### src/rtl/spe_pulse_injector_if.sv
// Request channel of the SPE test-pulse injector.
// The requester (master) offers a start timestamp and a peak amplitude.
// The injector (slave) accepts the request or rejects it for one cycle.
interface spe_pulse_injector_if #(
    parameter int RESOLUTION = 4,
    parameter int INBITS     = 14
);
    logic                    t_valid;
    logic                    t_ready;
    logic [33+RESOLUTION:0]  t_in;
    logic [INBITS-1:0]       amp_in;
    logic                    reject;

    modport master (
        output t_valid,
        output t_in,
        output amp_in,
        input  t_ready,
        input  reject
    );

    modport slave (
        input  t_valid,
        input  t_in,
        input  amp_in,
        output t_ready,
        output reject
    );
endinterface

### src/rtl/spe_pulse_injector.sv
// SPE-like test-pulse source for the CFD time extractor sample interface.
// A request carries a start time {group, sample idx, frac} and a peak amplitude.
// When ltc reaches that group, a triangular pulse (linear rise over 2^RISE_LOG2
// samples, linear fall over 2^FALL_LOG2 samples) is drawn on four parallel
// sample lanes, with a per-sample time-over-threshold flag.
// Pipeline: stage 1 holds per-lane time offsets d, stage 2 holds the samples.
module spe_pulse_injector #(
    parameter int INBITS     = 14,
    parameter int RESOLUTION = 4,
    parameter int RISE_LOG2  = 1,
    parameter int FALL_LOG2  = 3,
    parameter int BASELINE   = 8192,
    parameter int TOT_THRESH = 100
) (
    input  logic                    clk,
    input  logic                    reset_n,
    input  logic [31:0]             ltc,
    spe_pulse_injector_if.slave     req,
    output logic                    busy,
    output logic [31:0]             ltc_out,
    output logic [INBITS-1:0]       out_0,
    output logic [INBITS-1:0]       out_1,
    output logic [INBITS-1:0]       out_2,
    output logic [INBITS-1:0]       out_3,
    output logic                    tot_0,
    output logic                    tot_1,
    output logic                    tot_2,
    output logic                    tot_3
);

    // Time word width: {group[31:0], idx[1:0], frac}
    localparam int W      = 34 + RESOLUTION;
    localparam int RS     = RISE_LOG2 + RESOLUTION;
    localparam int FS     = FALL_LOG2 + RESOLUTION;
    // Magnitude width large enough for d on the rise and E-d on the fall
    localparam int DW     = ((RISE_LOG2 > FALL_LOG2) ? RISE_LOG2 : FALL_LOG2) + RESOLUTION + 1;
    localparam int PW     = INBITS + DW;

    localparam logic signed [W-1:0] P_C    = W'(2**RS);
    localparam logic signed [W-1:0] E_C    = W'(2**RS + 2**FS);
    localparam logic        [INBITS:0]   MAX_C  = {1'b0, {INBITS{1'b1}}};
    localparam logic        [INBITS:0]   BASE_C = (INBITS+1)'(BASELINE);
    localparam logic        [INBITS:0]   TOT_C  = (INBITS+1)'(TOT_THRESH);
    localparam logic        [INBITS-1:0] IDLE_OUT_C = INBITS'(BASELINE);

    typedef enum logic [1:0] {
        ST_IDLE  = 2'd0,
        ST_ARMED = 2'd1,
        ST_PULSE = 2'd2
    } state_t;

    // Control state
    state_t              state_r;
    state_t              state_s;
    logic                accept_s;
    logic                reject_s;
    logic                t_ready_r;
    logic                reject_r;
    logic                busy_r;
    logic [W-1:0]        t0_r;
    logic [INBITS-1:0]   amp_r;

    // Group comparisons (all modular, 32-bit signed differences)
    logic [31:0]         req_g0_s;
    logic [31:0]         g0_s;
    logic [31:0]         ahead_diff_s;
    logic [31:0]         start_diff_s;
    logic                req_ahead_s;
    logic                start_reached_s;
    logic                pulse_end_s;

    // Stage 1: per-lane time offsets relative to the pulse start
    logic signed [W-1:0] d_s    [4];
    logic signed [W-1:0] d_s1_r [4];
    logic [31:0]         ltc_s1_r;
    logic                act_s1_r;

    // Stage 2: amplitude shaping, baseline offset, saturation, TOT
    logic [DW-1:0]       mag_s  [4];
    logic [PW-1:0]       prod_s [4];
    logic [INBITS-1:0]   v_s    [4];
    logic [INBITS:0]     sum_s  [4];
    logic [INBITS-1:0]   out_s  [4];
    logic                tot_s  [4];
    logic [INBITS-1:0]   out_r  [4];
    logic                tot_r  [4];
    logic [31:0]         ltc_out_r;

    assign req_g0_s        = req.t_in[W-1:2+RESOLUTION];
    assign g0_s            = t0_r[W-1:2+RESOLUTION];
    assign ahead_diff_s    = req_g0_s - ltc;
    assign start_diff_s    = ltc - g0_s;
    // Start must be strictly in the future; anything 2^31 or more ahead reads as past
    assign req_ahead_s     = (ahead_diff_s[31] == 1'b0) && (ahead_diff_s != 32'd0);
    assign start_reached_s = (start_diff_s[31] == 1'b0);
    // The pulse is finished once a whole group begins at or beyond the pulse end
    assign pulse_end_s     = act_s1_r && (d_s1_r[0] >= E_C);

    // Next-state logic of the request/pulse sequencer
    always_comb begin
        state_s  = state_r;
        accept_s = 1'b0;
        reject_s = 1'b0;
        case (state_r)
            ST_IDLE: begin
                if (req.t_valid && t_ready_r) begin
                    if (req_ahead_s) begin
                        state_s  = ST_ARMED;
                        accept_s = 1'b1;
                    end else begin
                        state_s  = ST_IDLE;
                        reject_s = 1'b1;
                    end
                end else begin
                    state_s = ST_IDLE;
                end
            end
            ST_ARMED: begin
                if (start_reached_s) begin
                    state_s = ST_PULSE;
                end else begin
                    state_s = ST_ARMED;
                end
            end
            ST_PULSE: begin
                if (pulse_end_s) begin
                    state_s = ST_IDLE;
                end else begin
                    state_s = ST_PULSE;
                end
            end
            default: begin
                state_s = ST_IDLE;
            end
        endcase
    end

    // Sequencer state, handshake outputs and latched request
    always_ff @(posedge clk) begin
        if (!reset_n) begin
            state_r   <= ST_IDLE;
            t_ready_r <= 1'b0;
            reject_r  <= 1'b0;
            busy_r    <= 1'b0;
            t0_r      <= '0;
            amp_r     <= '0;
        end else begin
            state_r   <= state_s;
            t_ready_r <= (state_s == ST_IDLE);
            reject_r  <= reject_s;
            busy_r    <= (state_s != ST_IDLE);
            if (accept_s) begin
                t0_r  <= req.t_in;
                amp_r <= req.amp_in;
            end
        end
    end

    // Offset of each lane's sample time from the pulse start, modulo 2^W
    always_comb begin
        for (int k = 0; k < 4; k++) begin
            d_s[k] = {ltc, 2'(k), {RESOLUTION{1'b0}}} - t0_r;
        end
    end

    // Stage 1 register: offsets, group number, and whether a pulse is in flight
    always_ff @(posedge clk) begin
        if (!reset_n) begin
            for (int k = 0; k < 4; k++) begin
                d_s1_r[k] <= '0;
            end
            ltc_s1_r <= 32'd0;
            act_s1_r <= 1'b0;
        end else begin
            for (int k = 0; k < 4; k++) begin
                d_s1_r[k] <= d_s[k];
            end
            ltc_s1_r <= ltc;
            act_s1_r <= (state_r != ST_IDLE);
        end
    end

    // Triangle shaping: rise amp*d/P, fall amp*(E-d)/(E-P), baseline add and clip
    always_comb begin
        for (int k = 0; k < 4; k++) begin
            mag_s[k]  = '0;
            prod_s[k] = '0;
            v_s[k]    = '0;
            if (act_s1_r && (d_s1_r[k] > $signed({W{1'b0}})) && (d_s1_r[k] < E_C)) begin
                if (d_s1_r[k] <= P_C) begin
                    mag_s[k]  = DW'(d_s1_r[k]);
                    prod_s[k] = PW'(amp_r) * PW'(mag_s[k]);
                    v_s[k]    = INBITS'(prod_s[k] >> RS);
                end else begin
                    mag_s[k]  = DW'(E_C - d_s1_r[k]);
                    prod_s[k] = PW'(amp_r) * PW'(mag_s[k]);
                    v_s[k]    = INBITS'(prod_s[k] >> FS);
                end
            end else begin
                v_s[k] = '0;
            end
            sum_s[k] = BASE_C + {1'b0, v_s[k]};
            if (sum_s[k] > MAX_C) begin
                out_s[k] = MAX_C[INBITS-1:0];
            end else begin
                out_s[k] = sum_s[k][INBITS-1:0];
            end
            tot_s[k] = ({1'b0, v_s[k]} >= TOT_C);
        end
    end

    // Stage 2 register: samples, TOT flags and their group number
    always_ff @(posedge clk) begin
        if (!reset_n) begin
            for (int k = 0; k < 4; k++) begin
                out_r[k] <= IDLE_OUT_C;
                tot_r[k] <= 1'b0;
            end
            ltc_out_r <= 32'd0;
        end else begin
            for (int k = 0; k < 4; k++) begin
                out_r[k] <= out_s[k];
                tot_r[k] <= tot_s[k];
            end
            ltc_out_r <= ltc_s1_r;
        end
    end

    assign req.t_ready = t_ready_r;
    assign req.reject  = reject_r;
    assign busy        = busy_r;
    assign ltc_out     = ltc_out_r;
    assign out_0       = out_r[0];
    assign out_1       = out_r[1];
    assign out_2       = out_r[2];
    assign out_3       = out_r[3];
    assign tot_0       = tot_r[0];
    assign tot_1       = tot_r[1];
    assign tot_2       = tot_r[2];
    assign tot_3       = tot_r[3];

endmodule
### src/flat_wrapper.sv
// flat-port wrapper written by rule: the top's interface ports become plain ports
module spe_pulse_injector_flat 
#(
    parameter int INBITS     = 14,
    parameter int RESOLUTION = 4,
    parameter int RISE_LOG2  = 1,
    parameter int FALL_LOG2  = 3,
    parameter int BASELINE   = 8192,
    parameter int TOT_THRESH = 100
)
  (clk, reset_n, ltc, busy, ltc_out, out_0, out_1, out_2, out_3, tot_0, tot_1, tot_2, tot_3, req_t_valid, req_t_in, req_amp_in, req_t_ready, req_reject);
  spe_pulse_injector_if #(.RESOLUTION(RESOLUTION), .INBITS(INBITS)) req_i ();
  input  logic clk;
  input  logic reset_n;
  input  logic [31:0] ltc;
  output logic busy;
  output logic [31:0] ltc_out;
  output logic [INBITS-1:0] out_0;
  output logic [INBITS-1:0] out_1;
  output logic [INBITS-1:0] out_2;
  output logic [INBITS-1:0] out_3;
  output logic tot_0;
  output logic tot_1;
  output logic tot_2;
  output logic tot_3;
  input wire logic [$bits(req_i.t_valid)-1:0] req_t_valid;
  input wire logic [$bits(req_i.t_in)-1:0] req_t_in;
  input wire logic [$bits(req_i.amp_in)-1:0] req_amp_in;
  output wire logic [$bits(req_i.t_ready)-1:0] req_t_ready;
  output wire logic [$bits(req_i.reject)-1:0] req_reject;
  assign req_i.t_valid = req_t_valid;
  assign req_i.t_in = req_t_in;
  assign req_i.amp_in = req_amp_in;
  assign req_t_ready = req_i.t_ready;
  assign req_reject = req_i.reject;
  spe_pulse_injector #(.INBITS(INBITS), .RESOLUTION(RESOLUTION), .RISE_LOG2(RISE_LOG2), .FALL_LOG2(FALL_LOG2), .BASELINE(BASELINE), .TOT_THRESH(TOT_THRESH)) u_core (.clk(clk), .reset_n(reset_n), .ltc(ltc), .req(req_i), .busy(busy), .ltc_out(ltc_out), .out_0(out_0), .out_1(out_1), .out_2(out_2), .out_3(out_3), .tot_0(tot_0), .tot_1(tot_1), .tot_2(tot_2), .tot_3(tot_3));
endmodule
### config.mk
export PLATFORM = sky130hd
export DESIGN_NAME = spe_pulse_injector_flat
export DESIGN_NICKNAME = d
export VERILOG_FILES = /design/src/rtl/spe_pulse_injector_if.sv /design/src/rtl/spe_pulse_injector.sv /design/src/flat_wrapper.sv
export SDC_FILE = /design/constraint.sdc
export NUM_CORES = 2
export LEC_CHECK = 0
export BUFFER_PORTS_ARGS = -buffer_cell sky130_fd_sc_hd__clkbuf_2
export CELL_PAD_IN_SITES_DETAIL_PLACEMENT = 0
export CELL_PAD_IN_SITES_GLOBAL_PLACEMENT = 1
export CORE_UTILIZATION = 35
export DETAILED_ROUTE_END_ITERATION = 10
export GPL_TIMING_DRIVEN = 0
export PLACE_DENSITY_LB_ADDON = 0.1
export SLEW_MARGIN = 20
export SYNTH_ARGS = -nofsm -noshare
export SYNTH_HDL_FRONTEND = slang
export SYNTH_SLANG_ARGS = --single-unit
### constraint.sdc
create_clock -name clk -period 6.9 [get_ports clk]
set_clock_uncertainty 0.1 [all_clocks]
set_input_delay 1.38 -clock clk [delete_from_list [all_inputs] [get_ports clk]]
set_output_delay 1.38 -clock clk [all_outputs]
set_load 0.1 [all_outputs]
==> run metrics <==
RR Endpoint u_core.tot_r[1]; Cells after Synth 4160; wire length per cell 23.3 um; Mapped Area 35400 um2; CORE AREA approximately 100000 um2; initial DRC count 1535; status finished, final reports clean; largest net degree at the start of global routing 14; setup TNS 0 ns; Slew @ Worst Pin 1.17 ns; Placed Instances 5642; Synth cell types 81; Max Freq 0.149 GHz; number of synthesized flops with an enable pin 0; Synth Warn # 0; met3 global-route usage 0.0280; Mapped Avg Cell Area 8.52 um2; depth of the CTS H-tree 2; Hold Vio Cnt, Final 0; post-cts hold buffer count 0; hold path depth 1; GRT busiest layer met2; unrepaired setup endpoints after global routing yes; final core utilization 0.407; fillcell total 10500; Initial DRT Pass Iterations 5; WP data arrival roughly 7 ns; Worst Hold Path EP u_core.ltc_out[20]; DR vias/cell about 5; area share of the largest cell type after synthesis 0.258; row count 116; gr usage total 0.264; initial antenna violation count 2; slowest CP cell fa_1; die height between 300 and 400 um; Starting Density 0.354; vias in the first global route between 30000 and 40000; Peak supply drop 0.198 mV; share of post-route cells with drive strength above 1 0.113; DRC 0; clock latency on the worst-skew pair 0.63 ns; Hold Path Class flop to flop; port bufs 180; die area about 100000 um2; reg2reg path depth 30; Final WS setup 0.208 ns; CTS buffer count 40; fin. max-slew vios 0; pwr/cell area 173 nW/um2; Root Buffer clkbuf_16; I/O Pins roughly 180; worst reg-to-reg setup slack around 0.21 ns; Critical Path Start Type flop; post-synthesis sequential element count 320; Worst Path Required between 7 and 8 ns; total wire length 134000 um; Place WS -2.46 ns; Final ANT Viol Nets 0; die extent in x 320 um; crit path time final 6.69 ns; ys flop type dfxtp_1; Top cell by count, worst path fa_1; sequential cell area fraction in the yosys report 0.181; first-pass GRT wire length 198000 um; relative slew slack 0.222; Setup crit end kind flop; Final Cycle Share 0.970; HPWL Detailed 114000 um; Max FO, Critical Path 10; Layout Cells excl Fill 5747; nets@finish around 5200; CTS Sinks 320; synth top area cells fa_1 (26%), dfxtp_1 (18%), ha_1 (9.9%), inv_1 (6.4%), nand2_1 (5.1%); max_cap viols 0; Pleak 19.6 nW; global-route met2 utilization 0.484; slowest stage delay, CP 0.53 ns; synth-to-layout area growth 15.0%; worst r2r src u_core.d_s1_r[0][0]; CTS Buffer Depth 3; CTS tree done; vias about 29000; post-synth top area cell fa_1; post-route cell area 40800 um2; asr flop ratio synth 0; remaining global-route overflow 0; RePlAce Congestion approximately 0.93; Final setup viols 0; met1 GRT Util 0.316; clock slew seen by the registers of the worst setup and hold paths 0.06 ns; Worst Hold Launch u_core.ltc_s1_r[20]; DP Area 38000 um2; Setup CP Type flop to flop
## flip-flops by register name, summed over array words and instances, names as in the netlist
| register | count |
|---|---|
| u_core.d_s1_r | 138 |
| u_core.out_r | 56 |
| u_core.ltc_s1_r | 32 |
| u_core.ltc_out | 32 |
| u_core.req.t_ready | 1 |
| u_core.busy | 1 |
| u_core.req.reject | 1 |
| u_core.tot_r | 4 |
| u_core.act_s1_r | 1 |
| u_core.t0_r | 38 |
| u_core.state_r | 2 |
| u_core.amp_r | 14 |
## metrics by stage
step	total power [W]	hold slack, ns
2_1_floorplan	0.00375	0.312
3_3_place_gp	0.00467	0.315
3_5_place_dp	0.00466	0.319
4_1_cts	0.00705	0.315
5_1_grt	0.00747	0.345
6_report	0.00706	0.321
## placed cells by master, fill, tap and decap left out, drive strengths merged, types with 6 or more instances in the layout
cell type / instances
a21oi: 268
a31oi: 17
a21o: 55
or2: 12
a41o: 7
and3: 15
xor2: 110
nor3: 35
buf: 82
nand2: 482
inv: 603
o211ai: 8
o21a: 14
fa: 457
and4: 6
nor2b: 23
nand2b: 17
clkbuf: 380
clkinv: 17
nand3: 29
a211oi: 21
nor2: 302
nor4: 34
xnor2: 190
or4: 6
a21boi: 6
mux2i: 65
nand4: 39
or3: 6
ha: 279
dfxtp: 320
o21ai: 135
o21bai: 20
and2: 277
## power by group
part	total (W)	leakage [nW]	internal, W	switching [W]
Clock	0.00219	0.659	0.00126	0.000922
Sequential	0.00213	2.64	0.00201	0.000124
Combinational	0.00274	16.3	0.000957	0.00179
## what timing repair did
item | 4_1_cts | 5_1_grt
pin swaps | 48 | 46
buffers inserted | 28 | 23
gates resized for setup | 168 | 107
gates cloned | 1 | 1
setup endpoints to repair | 56 | 56
## how the worst max path moves through the flow
stage / start / to / slack (ns) / cells past startpoint
floorplan: u_core.d_s1_r[0][0] / u_core.out_r[1][10] / 0.01 / 30
global placement: u_core.d_s1_r[0][1] / u_core.out_r[1][9] / -2.44 / 27
detailed placement: u_core.d_s1_r[0][1] / u_core.out_r[1][5] / -2.46 / 27
CTS: u_core.d_s1_r[0][0] / u_core.out_r[3][7] / 0.001 / 28
global route: u_core.d_s1_r[0][1] / u_core.tot_r[3] / -0.03 / 27
finish: u_core.d_s1_r[0][0] / u_core.tot_r[1] / 0.21 / 30
## worst max-delay path: cells and delay by family (launching register included)
kind | cells | cell delay, ns
simple gates | 6 | 1.06
xor+xnor | 2 | 0.18
compound gates | 6 | 1.12
fa+ha+maj | 6 | 2.41
flops | 1 | 0.35
buf+inv | 9 | 1.06
mux | 1 | 0.19
## synthesized netlist by cell type, types with 29 or more instances
cell      count
nor3_1       34
o21ai_0     132
nand3_1      29
a21oi_1     268
nor4_1       33
fa_1        457
a21o_1       55
mux2i_1      65
xnor2_1     190
nand4_1      39
ha_1        279
nand2_1     482
and2_1      277
nor2_1      302
xor2_1      110
inv_1       601
clkbuf_1    178
dfxtp_1     320
## logic make-up after synthesis
logic type	share of synthesized area
compound gates	0.109
xor+xnor	0.0741
fa+ha+maj	0.357
buf+inv	0.0865
flops	0.181
mux	0.0187
other cells	0.000106
simple gates	0.174
## per-layer routing
| metal | up-vias | wire length, um | share of wire |
|---|---|---|---|
| met5 | - | 0 | 0 |
| met4 | 0 | 5280 | 0.039 |
| met3 | 205 | 5350 | 0.040 |
| met2 | 655 | 69100 | 0.52 |
| met1 | 14600 | 54400 | 0.41 |
| li1 | 13800 | - | - |
## cell type report
| class | instances | area [um2] | share of cell area |
|---|---|---|---|
| Clock buffer | 49 | 1110 | 0.0271 |
| Buffer | 180 | 962 | 0.0236 |
| Antenna cell | 1 | 2.50 | 0.0000614 |
| Timing Repair Buffer | 233 | 1360 | 0.0333 |
| Clock inverter | 22 | 246 | 0.00605 |
| Tap cell | 1298 | 1620 | 0.0398 |
| Multi-Input combinational cell | 3039 | 26800 | 0.657 |
| Inverter | 605 | 2270 | 0.0558 |
| Sequential cell | 320 | 6430 | 0.158 |
Power figures use the tool's default switching activity.
